File: src/rtl/wb_arbiter_if.sv
// Bundle of the two producer handshakes and the register-file write port.
// The arbiter takes the slave view; whoever drives the producers takes the master view.
interface wb_arbiter_if #(
    parameter int XLEN           = 32,
    parameter int XREG_ADDRWIDTH = 5
);
    logic                      i_alu_valid;
    logic                      o_alu_ready;
    logic [XREG_ADDRWIDTH-1:0] i_alu_rd;
    logic [XLEN-1:0]           i_alu_data;

    logic                      i_lsu_valid;
    logic                      o_lsu_ready;
    logic [XREG_ADDRWIDTH-1:0] i_lsu_rd;
    logic [2:0]                i_lsu_funct3;
    logic [1:0]                i_lsu_offset;
    logic [XLEN-1:0]           i_lsu_data;

    logic                      o_write_flag;
    logic [XREG_ADDRWIDTH-1:0] o_write_addr;
    logic [XLEN-1:0]           o_write_data;
    logic                      o_idle;

    modport slave (
        input  i_alu_valid, i_alu_rd, i_alu_data,
        input  i_lsu_valid, i_lsu_rd, i_lsu_funct3, i_lsu_offset, i_lsu_data,
        output o_alu_ready, o_lsu_ready,
        output o_write_flag, o_write_addr, o_write_data, o_idle
    );

    modport master (
        output i_alu_valid, i_alu_rd, i_alu_data,
        output i_lsu_valid, i_lsu_rd, i_lsu_funct3, i_lsu_offset, i_lsu_data,
        input  o_alu_ready, o_lsu_ready,
        input  o_write_flag, o_write_addr, o_write_data, o_idle
    );
endinterface

File: src/rtl/wb_arbiter.sv
// Write-back arbiter: buffers ALU and LSU results in small FIFOs and retires one
// per cycle by round-robin into a registered register-file write port.
module wb_arbiter #(
    parameter int XLEN           = 32,
    parameter int XREG_ADDRWIDTH = 5,
    parameter int FIFO_DEPTH     = 2
) (
    input logic         clk,
    input logic         rst,
    wb_arbiter_if.slave bus_io
);
    localparam int PW = (FIFO_DEPTH > 1) ? $clog2(FIFO_DEPTH) : 1;
    localparam int CW = $clog2(FIFO_DEPTH + 1);
    localparam logic [CW-1:0] FULL = CW'(FIFO_DEPTH);

    typedef struct packed {
        logic [XREG_ADDRWIDTH-1:0] rd;
        logic [XLEN-1:0]           data;
    } aluEntry_t;

    typedef struct packed {
        logic [XREG_ADDRWIDTH-1:0] rd;
        logic [2:0]                funct3;
        logic [1:0]                offset;
        logic [XLEN-1:0]           data;
    } lsuEntry_t;

    typedef enum logic {GRANT_ALU, GRANT_LSU} grant_e;

    aluEntry_t                 aluMem_q [FIFO_DEPTH];
    lsuEntry_t                 lsuMem_q [FIFO_DEPTH];
    logic [PW-1:0]             aluWptr_q, aluRptr_q, lsuWptr_q, lsuRptr_q;
    logic [CW-1:0]             aluCount_q, aluCount_d, lsuCount_q, lsuCount_d;
    grant_e                    lastGrant_q;
    logic                      writeFlag_q;
    logic [XREG_ADDRWIDTH-1:0] writeAddr_q;
    logic [XLEN-1:0]           writeData_q;

    logic      aluPush, lsuPush, aluPop, lsuPop, aluNotEmpty, lsuNotEmpty;
    aluEntry_t aluHead;
    lsuEntry_t lsuHead;

    function automatic logic [XLEN-1:0] extendLoad(input logic [2:0] funct3,
                                                   input logic [1:0] offset,
                                                   input logic [XLEN-1:0] word);
        logic [7:0]  b;
        logic [15:0] h;
        case (offset)
            2'd0:    b = word[7:0];
            2'd1:    b = word[15:8];
            2'd2:    b = word[23:16];
            default: b = word[31:24];
        endcase
        h = offset[1] ? word[31:16] : word[15:0];
        case (funct3)
            3'b000:  return {{(XLEN-8){b[7]}}, b};
            3'b001:  return {{(XLEN-16){h[15]}}, h};
            3'b100:  return {{(XLEN-8){1'b0}}, b};
            3'b101:  return {{(XLEN-16){1'b0}}, h};
            default: return word;
        endcase
    endfunction

    // Ready depends only on occupancy, so a full FIFO never accepts even while popping.
    always_comb begin
        aluNotEmpty = (aluCount_q != '0);
        lsuNotEmpty = (lsuCount_q != '0);
        aluPush     = bus_io.i_alu_valid && (aluCount_q != FULL);
        lsuPush     = bus_io.i_lsu_valid && (lsuCount_q != FULL);
        aluPop      = aluNotEmpty && (!lsuNotEmpty || (lastGrant_q == GRANT_LSU));
        lsuPop      = lsuNotEmpty && !aluPop;
        aluCount_d  = aluCount_q + CW'(aluPush) - CW'(aluPop);
        lsuCount_d  = lsuCount_q + CW'(lsuPush) - CW'(lsuPop);
        aluHead     = aluMem_q[aluRptr_q];
        lsuHead     = lsuMem_q[lsuRptr_q];
    end

    always_ff @(posedge clk) begin
        if (aluPush) aluMem_q[aluWptr_q] <= '{rd: bus_io.i_alu_rd, data: bus_io.i_alu_data};
        if (lsuPush) lsuMem_q[lsuWptr_q] <= '{rd: bus_io.i_lsu_rd, funct3: bus_io.i_lsu_funct3,
                                              offset: bus_io.i_lsu_offset, data: bus_io.i_lsu_data};
    end

    always_ff @(posedge clk or posedge rst) begin
        if (rst) begin
            aluWptr_q   <= '0;
            aluRptr_q   <= '0;
            lsuWptr_q   <= '0;
            lsuRptr_q   <= '0;
            aluCount_q  <= '0;
            lsuCount_q  <= '0;
            lastGrant_q <= GRANT_LSU;
            writeFlag_q <= 1'b0;
            writeAddr_q <= '0;
            writeData_q <= '0;
        end else begin
            aluCount_q <= aluCount_d;
            lsuCount_q <= lsuCount_d;
            if (aluPush) aluWptr_q <= aluWptr_q + PW'(1);
            if (lsuPush) lsuWptr_q <= lsuWptr_q + PW'(1);
            // rd==0 entries still consume their slot but never assert the write flag.
            if (aluPop) begin
                aluRptr_q   <= aluRptr_q + PW'(1);
                lastGrant_q <= GRANT_ALU;
                writeFlag_q <= (aluHead.rd != '0);
                writeAddr_q <= aluHead.rd;
                writeData_q <= aluHead.data;
            end else if (lsuPop) begin
                lsuRptr_q   <= lsuRptr_q + PW'(1);
                lastGrant_q <= GRANT_LSU;
                writeFlag_q <= (lsuHead.rd != '0);
                writeAddr_q <= lsuHead.rd;
                writeData_q <= extendLoad(lsuHead.funct3, lsuHead.offset, lsuHead.data);
            end else begin
                writeFlag_q <= 1'b0;
            end
        end
    end

    assign bus_io.o_alu_ready  = (aluCount_q != FULL);
    assign bus_io.o_lsu_ready  = (lsuCount_q != FULL);
    assign bus_io.o_write_flag = writeFlag_q;
    assign bus_io.o_write_addr = writeAddr_q;
    assign bus_io.o_write_data = writeData_q;
    assign bus_io.o_idle       = !aluNotEmpty && !lsuNotEmpty && !writeFlag_q;
endmodule

File: src/flat_wrapper.sv
// flat-port wrapper written by rule: the top's interface ports become plain ports
module wb_arbiter_flat 
#(
    parameter int XLEN           = 32,
    parameter int XREG_ADDRWIDTH = 5,
    parameter int FIFO_DEPTH     = 2
)
  (clk, rst, bus_io_i_alu_valid, bus_io_i_alu_rd, bus_io_i_alu_data, bus_io_i_lsu_valid, bus_io_i_lsu_rd, bus_io_i_lsu_funct3, bus_io_i_lsu_offset, bus_io_i_lsu_data, bus_io_o_alu_ready, bus_io_o_lsu_ready, bus_io_o_write_flag, bus_io_o_write_addr, bus_io_o_write_data, bus_io_o_idle);
  wb_arbiter_if #(.XLEN(XLEN), .XREG_ADDRWIDTH(XREG_ADDRWIDTH)) bus_io_i ();
  input logic clk;
  input logic rst;
  input wire logic [$bits(bus_io_i.i_alu_valid)-1:0] bus_io_i_alu_valid;
  input wire logic [$bits(bus_io_i.i_alu_rd)-1:0] bus_io_i_alu_rd;
  input wire logic [$bits(bus_io_i.i_alu_data)-1:0] bus_io_i_alu_data;
  input wire logic [$bits(bus_io_i.i_lsu_valid)-1:0] bus_io_i_lsu_valid;
  input wire logic [$bits(bus_io_i.i_lsu_rd)-1:0] bus_io_i_lsu_rd;
  input wire logic [$bits(bus_io_i.i_lsu_funct3)-1:0] bus_io_i_lsu_funct3;
  input wire logic [$bits(bus_io_i.i_lsu_offset)-1:0] bus_io_i_lsu_offset;
  input wire logic [$bits(bus_io_i.i_lsu_data)-1:0] bus_io_i_lsu_data;
  output wire logic [$bits(bus_io_i.o_alu_ready)-1:0] bus_io_o_alu_ready;
  output wire logic [$bits(bus_io_i.o_lsu_ready)-1:0] bus_io_o_lsu_ready;
  output wire logic [$bits(bus_io_i.o_write_flag)-1:0] bus_io_o_write_flag;
  output wire logic [$bits(bus_io_i.o_write_addr)-1:0] bus_io_o_write_addr;
  output wire logic [$bits(bus_io_i.o_write_data)-1:0] bus_io_o_write_data;
  output wire logic [$bits(bus_io_i.o_idle)-1:0] bus_io_o_idle;
  assign bus_io_i.i_alu_valid = bus_io_i_alu_valid;
  assign bus_io_i.i_alu_rd = bus_io_i_alu_rd;
  assign bus_io_i.i_alu_data = bus_io_i_alu_data;
  assign bus_io_i.i_lsu_valid = bus_io_i_lsu_valid;
  assign bus_io_i.i_lsu_rd = bus_io_i_lsu_rd;
  assign bus_io_i.i_lsu_funct3 = bus_io_i_lsu_funct3;
  assign bus_io_i.i_lsu_offset = bus_io_i_lsu_offset;
  assign bus_io_i.i_lsu_data = bus_io_i_lsu_data;
  assign bus_io_o_alu_ready = bus_io_i.o_alu_ready;
  assign bus_io_o_lsu_ready = bus_io_i.o_lsu_ready;
  assign bus_io_o_write_flag = bus_io_i.o_write_flag;
  assign bus_io_o_write_addr = bus_io_i.o_write_addr;
  assign bus_io_o_write_data = bus_io_i.o_write_data;
  assign bus_io_o_idle = bus_io_i.o_idle;
  wb_arbiter #(.XLEN(XLEN), .XREG_ADDRWIDTH(XREG_ADDRWIDTH), .FIFO_DEPTH(FIFO_DEPTH)) u_core (.clk(clk), .rst(rst), .bus_io(bus_io_i));
endmodule
File: config.mk
export PLATFORM = sky130hd
export DESIGN_NAME = wb_arbiter_flat
export DESIGN_NICKNAME = d
export VERILOG_FILES = /design/src/rtl/wb_arbiter_if.sv /design/src/rtl/wb_arbiter.sv /design/src/flat_wrapper.sv
export SDC_FILE = /design/constraint.sdc
export NUM_CORES = 1
export LEC_CHECK = 0
export CORE_ASPECT_RATIO = 1.4
export CORE_UTILIZATION = 51
export CTS_BUF_LIST = sky130_fd_sc_hd__clkbuf_4
export CTS_CLUSTER_DIAMETER = 60
export DETAILED_ROUTE_END_ITERATION = 6
export PLACE_DENSITY_LB_ADDON = 0.05
export SLEW_MARGIN = 10
export SYNTH_ARGS = -nofsm -noshare
export SYNTH_HDL_FRONTEND = slang
export SYNTH_SLANG_ARGS = --single-unit
File: constraint.sdc
create_clock -name clk -period 2.97 [get_ports clk]
set_input_delay 0.594 -clock clk [delete_from_list [all_inputs] [get_ports clk]]
set_output_delay 0.594 -clock clk [all_outputs]
set_load 0.03 [all_outputs]
* Word-level counts from Yosys, hierarchy flattened
Memories as Yosys holds them, arrays and structs flattened.
Index checks and enable logic that the tools add are counted.
** Storage, ports and cells
- RAM bits :: 158
- Logic and storage cells :: 62
- Output and inout port bits :: 41
- Input bits :: 83
- Memories kept :: 2
- Register bits :: 47
** Cells by class
- Add/subtract/negate cells :: 8
- Bitwise logic cells :: 1
- Equality and inequality tests :: 7
- Reduce and logical (&&, ||, !) cells :: 19
- Multiplexer cells :: 15
** Memories
- u_core.lsuMem_q :: words 2, width 42, rd ports 1, clocked after memory_dff 0, write ports 1, line wb_arbiter.sv:31 : lsuEntry_t lsuMem_q [FIFO_DEPTH];
- u_core.aluMem_q :: words 2, width 37, rd ports 1, clocked after memory_dff 0, write ports 1, line wb_arbiter.sv:30 : aluEntry_t aluMem_q [FIFO_DEPTH];
** Operators with widths (number)
- 32-bit case mux with 4 select lines :: 1
- 32-bit two-way mux :: 2
- 8-bit case mux with 3 select lines :: 1
- 16-bit two-way mux :: 1
- 5-bit two-way mux :: 2
- 5-bit nonzero test :: 2
- 1-bit two-way mux :: 8
- 3-bit == test (second input constant) :: 2
- 1-bit logical AND :: 6
- 2-bit nonzero test :: 3
- 1-bit adder (second input constant) :: 4
- 2-bit by 1-bit adder with 2-bit output :: 2
- 1-bit logical NOT :: 4
- 2-bit != test (second input constant) :: 2
- 2-bit by 1-bit subtractor with 2-bit output :: 2
- 3-bit by 1-bit == test with 1-bit output (second input constant) :: 1
- 3-bit logical NOT :: 1
- 2-bit by 1-bit == test with 1-bit output (second input constant) :: 1
- 2-bit == test (second input constant) :: 1
- 2-bit logical NOT :: 1
- 2-bit AND reduction :: 1
- 1-bit logical OR :: 1
- 1-bit inverter :: 1

* Depth between registers and ports, before layout
- Depth after elaboration :: 8
- Mapped depth :: 9
- Gate-level depth less buffers :: 8

* Least setup slack after synthesis
OpenSTA, ideal clock, no wires.
- Path type :: reg2reg
- Start :: register u_core.lsuCount_q[0]
- End :: memory u_core.lsuMem_q[0][0] (netlist bit), enable pin
- Setup time :: 0.441 ns
- Data required time :: 2.529 ns
- Data arrival time :: 2.628 ns
- Setup slack :: -0.099 ns
- Path buffers :: 0
- Stages on the path, launching flop included :: 5
- Period minus slack after synthesis :: 3.069 ns
- Path through :: dfrtp_1 > inv_1 > nand2_1 > nand2_1 > nor2_1
** On the way
- Longest elaborated chain between the ends :: 4
** Ends and longest elaborated chain
- start, declared :: line wb_arbiter.sv:33 : logic [CW-1:0] aluCount_q, aluCount_d, lsuCount_q, lsuCount_d;
- start signal, assigned :: line wb_arbiter.sv:98 : lsuCount_q <= lsuCount_d;
- 2-bit != test
- named net bus_io_o_lsu_ready :: line flat_wrapper.sv:21 : output wire logic [$bits(bus_io_i.o_lsu_ready)-1:0] bus_io_o_lsu_ready;
- 1-bit logical AND :: line wb_arbiter.sv:69 : lsuPush = bus_io.i_lsu_valid && (lsuCount_q != FULL);
- 1-bit two-way mux :: line wb_arbiter.sv:80 : if (lsuPush) lsuMem_q[lsuWptr_q] <= '{rd: bus_io.i_lsu_rd, funct3: bus_io.i_lsu_funct3,
- 1-bit two-way mux (not written as such) :: line wb_arbiter.sv:80
- end, declared :: line wb_arbiter.sv:31
The timed path passes the listed nets, and every way through them passes these cells.

* Worst setup path in the final report
- Start :: register u_core.aluCount_q[1]
- End :: output bus_io_o_idle
** On the way
- Longest elaborated chain between the ends :: 4
** Ends and longest elaborated chain
- start, declared :: line wb_arbiter.sv:33
- start signal, assigned :: line wb_arbiter.sv:97 : aluCount_q <= aluCount_d;
- 2-bit nonzero test :: line wb_arbiter.sv:66 : aluNotEmpty = (aluCount_q != '0);
- 1-bit logical NOT :: line wb_arbiter.sv:125 : assign bus_io.o_idle = !aluNotEmpty && !lsuNotEmpty && !writeFlag_q;
- 1-bit logical AND (2 in series) :: line wb_arbiter.sv:125
- end, declared :: line flat_wrapper.sv:25 : output wire logic [$bits(bus_io_i.o_idle)-1:0] bus_io_o_idle;
Every way passes these cells.

==> impl_results.md <==
* Layout cells sized above 1 at 22.7%
* Clock transition at path regs at 70 ps
* Mapped Avg Cell Area at 15.2 sq um
* Fraction of synthesized area in multiplexers at 10.7%
* Most frequent cells in the layout: 158 x edfxtp_1, 122 x clkdlybuf4s50_1, 76 x clkbuf_4
* Setup Viol. Count Final at 0
* Cts repair resizes at 0
* Hold Crit Class: primary input to async pin
* Ys flop type: edfxtp_1
* Pin count of the biggest net entering global routing at 46
* Simple-gate area share of the yosys netlist at 4.21%
* Die Span Y at 155 um
* Post-Syn Area at 0.00850 sq mm
* Router iterations before antenna repair at 7
* Buffer count from post-CTS setup fixing at 0
* Site Rows at 55
* Vias in the first global route at 5,563
* Multi-input logic area at 0.00238 sq mm
* CTS tree: yes
* Yosys cell types at 57
* WL/cell at 20.5 um
* Layout area overhead at 23.9%
* Clock sinks at 205
* RSZ-0062 raised after global routing: false
* Max-slew headroom at the worst pin at 47.5%
* Gate Count Post-Synth at 558
* GR Overflow Total at 0
* Final WL at 19,400 um
* Gr usage total at 22.8%
* Initial antenna violation count at 1
* Worst Setup Start Kind: register
* Post-Synth Adder-Cell Area at 0.589%
* First-pass GRT wire length at 30,300 um
* Largest family of logic cells by synthesized area: compound AO/OA/AOI/OAI gates
* Most common cell after layout, fill and taps aside: edfxtp_1
* Power Dens Cells at 1100 mW/mm^2
* Register area share after synthesis at 69.6%
* Compound-Gate Fraction of Synth Area at 11.6%
* Fin. max-slew vios at 0
* CP max FO at 4
* CP endpoint kind: output pin
* Status: finished with violations
* Clk root buf: clkbuf_4
* Via density at 5.80
* FMAX at 393 MHz
* Post-Synth XOR/XNOR Area at 0.824%
* Placed wire-length estimate at 13,500 um
* Post-synth EDFFs at 158
* Syn Nets at 645
* Hold Buf Count CTS at 0
* Critical path class: register to output pin
* Final Hold Vio Count at 0
* Yosys reg bits at 205
* Register Area at 0.00592 sq mm
* Actual slew at the worst max-slew pin at 788 ps
* Top Ports at 124
* Peak VDD IR at 472 uV
* Final setup TNS at 0 ps
* Drc violations at 24
* Leakage at 3.81 nW
* Vias at 5,472
* CTS Buffer Depth at 3
* DRT iter0 DRCs at 427
* Failing checks: DRC
* Final ANT Viol Nets at 0
* RD Place Congestion at 0.978
* Dpl ws at 544 ps
* Asr flop ratio synth at 22.9%
* Worst Path Required at 2380 ps
* Worst EP arrival at 1950 ps
* Tcrit/Tclk final at 85.6%
* Fin Clk Skew at 23.4 ps
* # nets final at 795
* YS warnings at 0
* Port Buf Inserts at 123
* Core ar. at 0.0162 sq mm
* Clk_lat worst skew at 590 ps
* Die width at 111 um
* # fillers at 1,195
* Initial Utilization at 52.4%
* Setup WS post-layout at 427 ps
* Die area at 0.0172 sq mm
* Max Cap Violations at 0
* Cts bufs inserted at 46
* H-Tree Level Count at 2
* Minimum clock period at 2540 ps
[critical path, cell delays in order (launching register included)]
cell and delay, ps:
dfrtp_1 400, or2_0 300, or3_1 380, nor2_1 120, buf_4 170
[registers in the layout, summed over array words and instances, names as in the netlist, 2 cells and up]
signal and cells:
u_core.lsuMem_q 84, u_core.aluCount_q 2, u_core.bus_io.o_write_data 32, u_core.aluMem_q 74, u_core.lsuCount_q 2, u_core.bus_io.o_write_addr 5
[worst paths after layout]
check	startpoint	endpoint	slack (ps)	depth (start not counted)
setup reg to reg	u_core.lsuRptr_q	u_core.bus_io.o_write_data[13]	490	4
setup / recovery	u_core.aluCount_q[1]	bus_io_o_idle	430	4
max in group asynchronous	rst	u_core.bus_io.o_write_data[13]	1800	3
hold / removal	rst	u_core.bus_io.o_write_addr[0]	450	2
hold reg to reg	u_core.aluCount_q[1]	u_core.aluCount_q[1]	510	1
min in group clk	u_core.aluCount_q[1]	u_core.aluCount_q[1]	510	1
[report_power, final]
part | leakage [nW] | internal [mW] | switching, mW
clock | 0.365 | 1.15 | 1.00
combinational | 1.44 | 2.02 | 2.83
sequential | 2.01 | 4.06 | 0.514
[stage by stage]
stage | hold slack [ps] | cell area [sq um] | power [mW] | utilization (%) | std cells
2_1_floorplan | 460 | 8510 | 7.80 | - | 558
3_3_place_gp | 479 | 9930 | 9.35 | 61.1 | 859
3_5_place_dp | 504 | 9930 | 9.48 | 61.1 | 859
4_1_cts | 444 | 10500 | 11.7 | 64.8 | 943
5_1_grt | 517 | 10500 | 12.2 | 64.9 | 944
6_report | 451 | 10500 | 11.6 | 64.9 | 944
[routing by layer]
layer | routed length, um | track usage (%)
met1 | 7980 | 30.3
met2 | 9460 | 37.7
met3 | 1470 | 4.82
met4 | 439 | 7.59
met5 | 0 | 0
[layout make-up]
class | count | share of cell area (%)
well taps | 199 | 2.36
inverters | 13 | 0.463
repair buffers | 134 | 12.6
clock inverters | 8 | 0.285
multi-input cells | 308 | 22.6
flip-flops and latches | 205 | 56.2
diodes | 1 | 0.0238
clock buffers | 76 | 5.42
[cell usage after synthesis (all sizes together), types with 8 or more instances]
| library cell | n | area (sq um) |
|---|---|---|
| a21oi | 37 | 189 |
| mux2 | 58 | 657 |
| o221ai | 10 | 87.6 |
| nand2 | 15 | 56.3 |
| edfxtp | 158 | 4740 |
| nor3 | 8 | 45.0 |
| xnor2 | 8 | 70.1 |
| mux2i | 25 | 250 |
| o22ai | 31 | 213 |
| clkbuf | 18 | 67.6 |
| inv | 13 | 48.8 |
| o21ai | 9 | 48.8 |
| nor2 | 38 | 143 |
| dfrtp | 46 | 1150 |
| buf | 14 | 96.3 |
[logic make-up (layout without fill, tap and decap cells)]
logic type,after synthesis,after routing
compound gates,135,135
xor+xnor,8,8
fa+ha+maj,4,4
buf+inv,45,231
flops,205,205
mux,83,83
other cells,0,1
simple gates,78,78
No activity file was read; power rests on OpenSTA's default activity.
